<file path="config.mk">
export PLATFORM = sky130hd
export DESIGN_NAME = scr_stack_ram
export DESIGN_NICKNAME = d
export VERILOG_FILES = /design/src/rtl/scr_stack_ram.sv
export SDC_FILE = /design/constraint.sdc
export NUM_CORES = 2
export LEC_CHECK = 0
export BUFFER_PORTS_ARGS = -buffer_cell sky130_fd_sc_hd__buf_2
export CORE_UTILIZATION = 50
export CTS_CLUSTER_DIAMETER = 50
export DETAILED_ROUTE_END_ITERATION = 16
export MAX_ROUTING_LAYER = met4
export PLACE_DENSITY = 0.65
export REMOVE_ABC_BUFFERS = 1
export SETUP_SLACK_MARGIN = 0.3
export SYNTH_ARGS = -nofsm -noshare
export SYNTH_HDL_FRONTEND = slang
export SYNTH_SLANG_ARGS = --single-unit
</file>
<file path="constraint.sdc">
create_clock -name CLK -period 10.5 [get_ports CLK]
set_clock_uncertainty 0.2 [all_clocks]
set_input_delay 2.1 -clock CLK [delete_from_list [all_inputs] [get_ports CLK]]
set_output_delay 2.1 -clock CLK [all_outputs]
set_load 0.03 [all_outputs]
</file>
<file path="src/rtl/scr_stack_ram.sv">
// rtl/scr_stack_ram.sv - scratch RAM with integrated downward-growing hardware stack (optional guard: SCR_STK_GUARD_EN)
module scr_stack_ram #(
    parameter int DATA_W = 10,
    parameter int ADDR_W = 8
) (
    input  logic              CLK,
    input  logic              RST,
    input  logic [DATA_W-1:0] DATA_IN,
    input  logic [ADDR_W-1:0] SCR_ADDR,
    input  logic              SCR_WE,
    input  logic              SP_LD,
    input  logic [ADDR_W-1:0] SP_DATA,
    input  logic              PUSH,
    input  logic              POP,
    output logic [DATA_W-1:0] DATA_OUT,
    output logic [ADDR_W-1:0] SP_OUT,
    output logic              STK_EMPTY,
    output logic              STK_FULL,
    output logic              STK_ERR
);

    localparam int DEPTH = 1 << ADDR_W;
    localparam logic [ADDR_W-1:0] SP_ONE   = {{(ADDR_W-1){1'b0}}, 1'b1};
    localparam logic [ADDR_W:0]   CNT_ONE  = {{ADDR_W{1'b0}}, 1'b1};
    localparam logic [ADDR_W:0]   CNT_FULL = {1'b1, {ADDR_W{1'b0}}};

    // Power-up contents are zero; reset never touches the array.
    logic [DATA_W-1:0] mem [DEPTH] = '{default: '0};

    logic [ADDR_W-1:0] sp_q, sp_d;
    logic [ADDR_W:0]   cnt_q, cnt_d;
    logic              err_q, err_d;

    logic              mem_we;
    logic [ADDR_W-1:0] mem_waddr;
    logic [ADDR_W-1:0] rd_addr;
    logic [ADDR_W-1:0] sp_dec;
    logic [ADDR_W-1:0] sp_inc;
    logic              stk_full;
    logic              stk_empty;

    assign sp_dec    = sp_q - SP_ONE;
    assign sp_inc    = sp_q + SP_ONE;
    assign stk_full  = (cnt_q == CNT_FULL);
    assign stk_empty = (cnt_q == '0);

    // Read address: top of stack on POP, next free slot on PUSH, else direct address.
    always_comb begin
        rd_addr = SCR_ADDR;
        if (POP && !PUSH)
            rd_addr = sp_q;
        else if (PUSH && !POP)
            rd_addr = sp_dec;
    end

    assign DATA_OUT = mem[rd_addr];

    // Next-state: SP_LD over stack ops over direct write; reset handled in the flops.
    always_comb begin
        sp_d      = sp_q;
        cnt_d     = cnt_q;
        err_d     = err_q;
        mem_we    = 1'b0;
        mem_waddr = SCR_ADDR;
        if (SP_LD) begin
            sp_d  = SP_DATA;
            cnt_d = '0;
        end else if (PUSH && POP) begin
            err_d = 1'b1;
        end else if (PUSH) begin
`ifdef SCR_STK_GUARD_EN
            if (stk_full) begin
                err_d = 1'b1;
            end else begin
                mem_we    = 1'b1;
                mem_waddr = sp_dec;
                sp_d      = sp_dec;
                cnt_d     = cnt_q + CNT_ONE;
            end
`else
            mem_we    = 1'b1;
            mem_waddr = sp_dec;
            sp_d      = sp_dec;
            if (!stk_full)
                cnt_d = cnt_q + CNT_ONE;
`endif
        end else if (POP) begin
`ifdef SCR_STK_GUARD_EN
            if (stk_empty) begin
                err_d = 1'b1;
            end else begin
                sp_d  = sp_inc;
                cnt_d = cnt_q - CNT_ONE;
            end
`else
            sp_d = sp_inc;
            if (!stk_empty)
                cnt_d = cnt_q - CNT_ONE;
`endif
        end else if (SCR_WE) begin
            mem_we    = 1'b1;
            mem_waddr = SCR_ADDR;
        end
    end

    // Stack pointer, occupancy and sticky error registers.
    always_ff @(posedge CLK) begin
        if (RST) begin
            sp_q  <= '0;
            cnt_q <= '0;
            err_q <= 1'b0;
        end else begin
            sp_q  <= sp_d;
            cnt_q <= cnt_d;
            err_q <= err_d;
        end
    end

    // Memory write port; a reset cycle suppresses any write.
    always_ff @(posedge CLK) begin
        if (!RST && mem_we)
            mem[mem_waddr] <= DATA_IN;
    end

    assign SP_OUT    = sp_q;
    assign STK_EMPTY = stk_empty;
    assign STK_FULL  = stk_full;
    assign STK_ERR   = err_q;

endmodule

</file>
==> Word level (Yosys, flattened, before mapping) <==
Memory sizes are Yosys's and may differ from the RTL's.
Cells that the tools add are included.
{ "totals": {"mem_count": 1, "mem_bits_rw": 2560, "register_bits": 18, "word_cells": 48} }
{ "op_classes": {"mux": 20, "n_addsub": 4, "eq_ne": 4, "n_reduce_logical": 14, "bitwise_logic": 2} }
{ "mem_list": {"columns": ["memory", "words", "word_bits", "read_ports", "rd_clocked_by_memory_dff", "write_ports", "line", "rtl"], "rows": [
  ["mem", 256, 10, 1, 0, 1, "28", "logic [DATA_W-1:0] mem [DEPTH] = '{default: '0};"]
]} }
{ "ops": {"columns": ["op", "count"], "rows": [
  ["$mux 8", 9],
  ["$mux 9", 4],
  ["$add 9x1->9 const B", 1],
  ["$eq 9x9->1 const B", 1],
  ["$logic_not 9->1", 1],
  ["$sub 9x1->9 const B", 1],
  ["$add 8x1->8 const B", 1],
  ["$sub 8x1->8 const B", 1],
  ["$mux 1", 7],
  ["$ne 2x2->1 const B", 3],
  ["$logic_and 1x1->1", 4],
  ["$reduce_and 2->1", 2],
  ["$reduce_and 4->1", 1],
  ["$logic_not 1->1", 3],
  ["$reduce_bool 3->1", 1],
  ["$not 1->1", 2],
  ["$reduce_bool 2->1", 1],
  ["$reduce_or 2->1", 1]
]} }

==> Logic depth before layout (Yosys ltp) <==
{ "depth": {"depth_word": 8, "depth_mapped": 21} }

==> Worst setup path before layout <==
No wires, ideal clock.
{ "synth_timing": {"path_kind": "input -> output", "from": "input port SCR_ADDR[0]", "to": "output port DATA_OUT[6]", "path_stages": 13, "n_path_buf": 5, "path_slack_ps": 3034, "arrival_ps": 5166, "cell_sequence": "buf_2 -> or2_2 -> nand3_2 -> and2_4 -> buf_8 -> clkbuf_4 -> buf_2 -> buf_2 -> mux4_2 -> a22oi_1 -> a31oi_1 -> a2111oi_0 -> nand4_1"} }
{ "synth_via": {"elab_chain_cells": 3} }
{ "synth_lines": {"columns": ["item", "line", "rtl"], "rows": [
  ["from (decl)", "9", "input logic [ADDR_W-1:0] SCR_ADDR,"],
  ["$mux 8", "52", "else if (PUSH && !POP)"],
  ["$mux 8", "50", "if (POP && !PUSH)"],
  ["$mem_v2 256x10", null, null],
  ["to (decl)", "15", "output logic [DATA_W-1:0] DATA_OUT,"]
]} }
Every way passes these cells.

==> Final worst setup path <==
{ "layout_timing": {"from": "input port PUSH", "to": "output port DATA_OUT[9]"} }
{ "layout_via": {"elab_chain_cells": 4} }
{ "layout_lines": {"columns": ["item", "line", "rtl"], "rows": [
  ["from (decl)", "13", "input logic PUSH,"],
  ["$logic_and 1x1->1 or $logic_not 1->1 (tied branches)", "52, 50", null],
  ["$mux 8 or $logic_and 1x1->1 (tied branches)", "52, 50", null],
  ["$mux 8 (*)", "50", null],
  ["$mem_v2 256x10 (*)", null, null]
]} }
Mark *: on every way between the ends. The rest lies on a longest branch, timed or not.

==> run_results.csv <==
group,metric,value,unit
run_status,outcome,"finished, violations left",
run_status,violations,"max-capacitance violations, max-slew violations",
routing,first_pass_iters,8,
cts,clk_pin_slew,0.06,ns
hold_path,hold_path.class,"register to register",
power,p_leak,40.47,nW
routing,wl_per_cell,31.97,um
cts,cts_inserted_buffers,297,
finish,syn_to_final_growth,12.09,%
yosys,synthTopCellsByArea,"edfxtp_1 (70%), nor2_1 (3.9%), mux4_2 (3.9%)",
yosys,synth.largest_area_cell,"edfxtp_1",
sta,clock.fmax,96.80,MHz
yosys,yosysWarnings,0,
hold_path,hold_path_end,"STK_ERR",
worst_setup_path,crit_chain,"buf_2 -> nand2b_2 -> a21oi_1 -> nor2_4 -> buf_4 -> nor2_4 -> buf_4 -> nand3_1 -> nand3_1 -> a311oi_1 -> o31ai_1 -> nand4_1 -> buf_2",
sta,rsz0062_at_grt,"false",
sta,worstMarginPinSlew,1.546,ns
cts,clk_path_buf_depth,4,
sta,finalCritPeriodShare,98.39,%
power,p_per_area,198.1,nW/um^2
routing,viasPerCell,6.649,
die,die_h,469.1,um
worst_setup_path,arrival,8.03,ns
die,initial_utilization,50.27,%
sta,setup_viol,0,
worst_setup_path,path_class,"input pin to primary output",
sta,maxSlewViolCount,11,
global_route,antenna_found_initial,16,
sta,setup_ws,0.1690,ns
flow_run,max_cap_violations,1,
yosys,synth.ff_latch_count,2578,
cts,cts_max_level,5,
yosys,netlist_instances,7926,
finish,seq_area,77240,sq um
routing,wirelength,353.7,mm
finish,final_common_cell,"edfxtp_1",
finish,multiInputGateArea,29310,sq um
finish,layout_common_cells,"edfxtp_1 (2560), nor2_1 (1130), nand2_1 (1065)",
placement,place_area,113100,sq um
worst_setup_path,critPathLaunchType,"input pin",
power,ir_worst_vdd,0.0002090,V
placement,port_buffers,52,
finish,fillers,17070,
cts,cts.sinks,2578,
finish,fin_area,122300,sq um
worst_setup_path,reg2regPathDepth,9,
cts,cts_tree,"yes",
worst_setup_path,reg2reg_slack,4.11,ns
placement,hpwlAfterDp,212.4,mm
hold_path,hold_path_depth,2,
worst_setup_path,startpoint,"PUSH",
worst_setup_path,cpMaxStageDelayCell,"o31ai_1",
finish,num-nets-final,8030,
worst_setup_path,timing.rr.start,"SP_OUT[0]",
die,rows,171,
worst_setup_path,cp.required,8.20,ns
die,ios,53,
routing,ant_nets,0,
routing,drc,0,
cts,clk_latency,0.95,ns
global_route,overflow,0,
yosys,synth_cell_types,87,
global_route,grt_pass1_vias,69520,
finish,layout.cells.non_filler,11060,
worst_setup_path,cpPeakStageDelay,1.08,ns
sta,relSlewSlack,-3.418,%
cts,cts_root_buf,"clkbuf_16",
routing,num_vias,73560,
yosys,async_flop_share,0,%
placement,dp_cells,10540,
global_route,grt_pass1_wl,499.9,mm
worst_setup_path,cp_max_fo,27,
finish,drive_above_1_share,11.94,%
routing,drt_first_iter_violations,11610,
yosys,synth-seq-area-share,70.81,%
die,die-width,469.1,um
worst_setup_path,crit_path_end_kind,"primary output",
global_route,grt_usage,32.66,%
yosys,syn_area,109100,sq um
placement,gp_congestion,0.9924,
global_route,grt_max_degree,196,
hold_path,hp-start,"STK_ERR",
placement,place_worst_setup_slack,0.2084,ns
yosys,syn_avg_cell_area,13.76,sq um
sta,hold_viol_final,0,
yosys,synth.top_cell.area_share,70.48,%
cts,cts_hold_buf,0,
yosys,synth_edf_count,2560,
die,coreArea,217000,sq um
die,fp.dieArea,220000,sq um
worst_setup_path,timing.rr.end,"mem[79][2]",
sta,period_needed,10.33,ns
yosys,synth_flop_cell,"edfxtp_1",
## area by class of cell
| class | instances | share of cell area (%) |
|---|---|---|
| multi-input cells | 4756 | 23.98 |
| flip-flops and latches | 2578 | 63.18 |
| diodes | 12 | 0.02456 |
| clock inverters | 139 | 0.9722 |
| repair buffers | 345 | 2.445 |
| clock buffers | 369 | 6.447 |
| well taps | 2854 | 2.921 |
| inverters | 10 | 0.03684 |
## report_power, final
group	leakage, nW	internal, W	total [W]	switching [W]
registers	23.1	0.0113	0.0113	0.0000143
logic	12.9	0.000853	0.00304	0.00219
clock network	4.41	0.00572	0.00984	0.00412
## logic make-up after synthesis
family	synth area share, %
flip-flops	70.81
XOR/XNOR	0.1606
AO/OA/AOI/OAI	7.686
buffers and inverters	2.499
AND/OR/NAND/NOR	11.78
multiplexers	6.944
adder cells (fa/ha/maj)	0.1216
## critical path, delay by kind of cell
family | cells | cell delay (ns)
AND/OR/NAND/NOR | 6 | 2.48
buffers and inverters | 4 | 1.70
AO/OA/AOI/OAI | 3 | 1.70
## stage by stage
stage | total power, W | utilization, % | setup TNS (ns) | hold slack, ns
2_1_floorplan | 0.01352 | - | -5147.64 | 0.2670
3_3_place_gp | 0.01444 | 52.14 | 0 | 0.2519
3_5_place_dp | 0.01447 | 52.14 | 0 | 0.2755
4_1_cts | 0.02412 | 56.32 | 0 | 0.2887
5_1_grt | 0.02470 | 56.35 | 0 | 0.3323
6_report | 0.02422 | 56.35 | 0 | 0.2757
## worst max-delay path by stage
stage               slack (ns)           to
global placement          0.18  DATA_OUT[5]
detailed placement        0.21  DATA_OUT[5]
finish                    0.17  DATA_OUT[9]
CTS                       0.33  DATA_OUT[3]
floorplan               -14.10  DATA_OUT[0]
global route              0.35  DATA_OUT[3]
## synth_stat cells, drive strengths merged (5+ instances only)
master / count
a2111oi: 8
a211oi: 73
a21oi: 117
a221oi: 17
a22o: 9
a22oi: 27
a311oi: 63
a31oi: 129
a32oi: 87
and2: 5
and3: 124
buf: 300
clkbuf: 283
dfxtp: 18
edfxtp: 2560
ha: 9
inv: 10
mux2i: 325
mux4: 191
nand2: 1070
nand2b: 5
nand3: 319
nand4: 32
nor2: 1145
nor2b: 8
nor3: 136
nor4: 18
o2111ai: 6
o211ai: 36
o21ai: 263
o221ai: 127
o22a: 19
o22ai: 51
o311ai: 112
o31ai: 10
or3: 132
or4: 7
xnor2: 15
xor2: 5
## metal layers
| layer | track usage (%) | up-vias | routed length [um] |
|---|---|---|---|
| met5 | - | - | 0 |
| met4 | 16.79 | 0 | 21180 |
| met3 | 8.327 | 965 | 44500 |
| met2 | 47.38 | 5145 | 157500 |
| met1 | 42.62 | 36920 | 130500 |
| li1 | - | 30530 | - |
## flip-flops by register name (all words and copies together) (netlist names)
register,count
mem,2560
cnt_q,9
SP_OUT,8
STK_ERR,1
## what timing repair did
item                                    in CTS  in global routing
buffers inserted                             0                  0
pin swaps                                    0                  0
endpoints found under the setup margin       1                  3
gates resized for setup                      1                  4
gates cloned                                 0                  1
(Power assumes the default switching activity.)
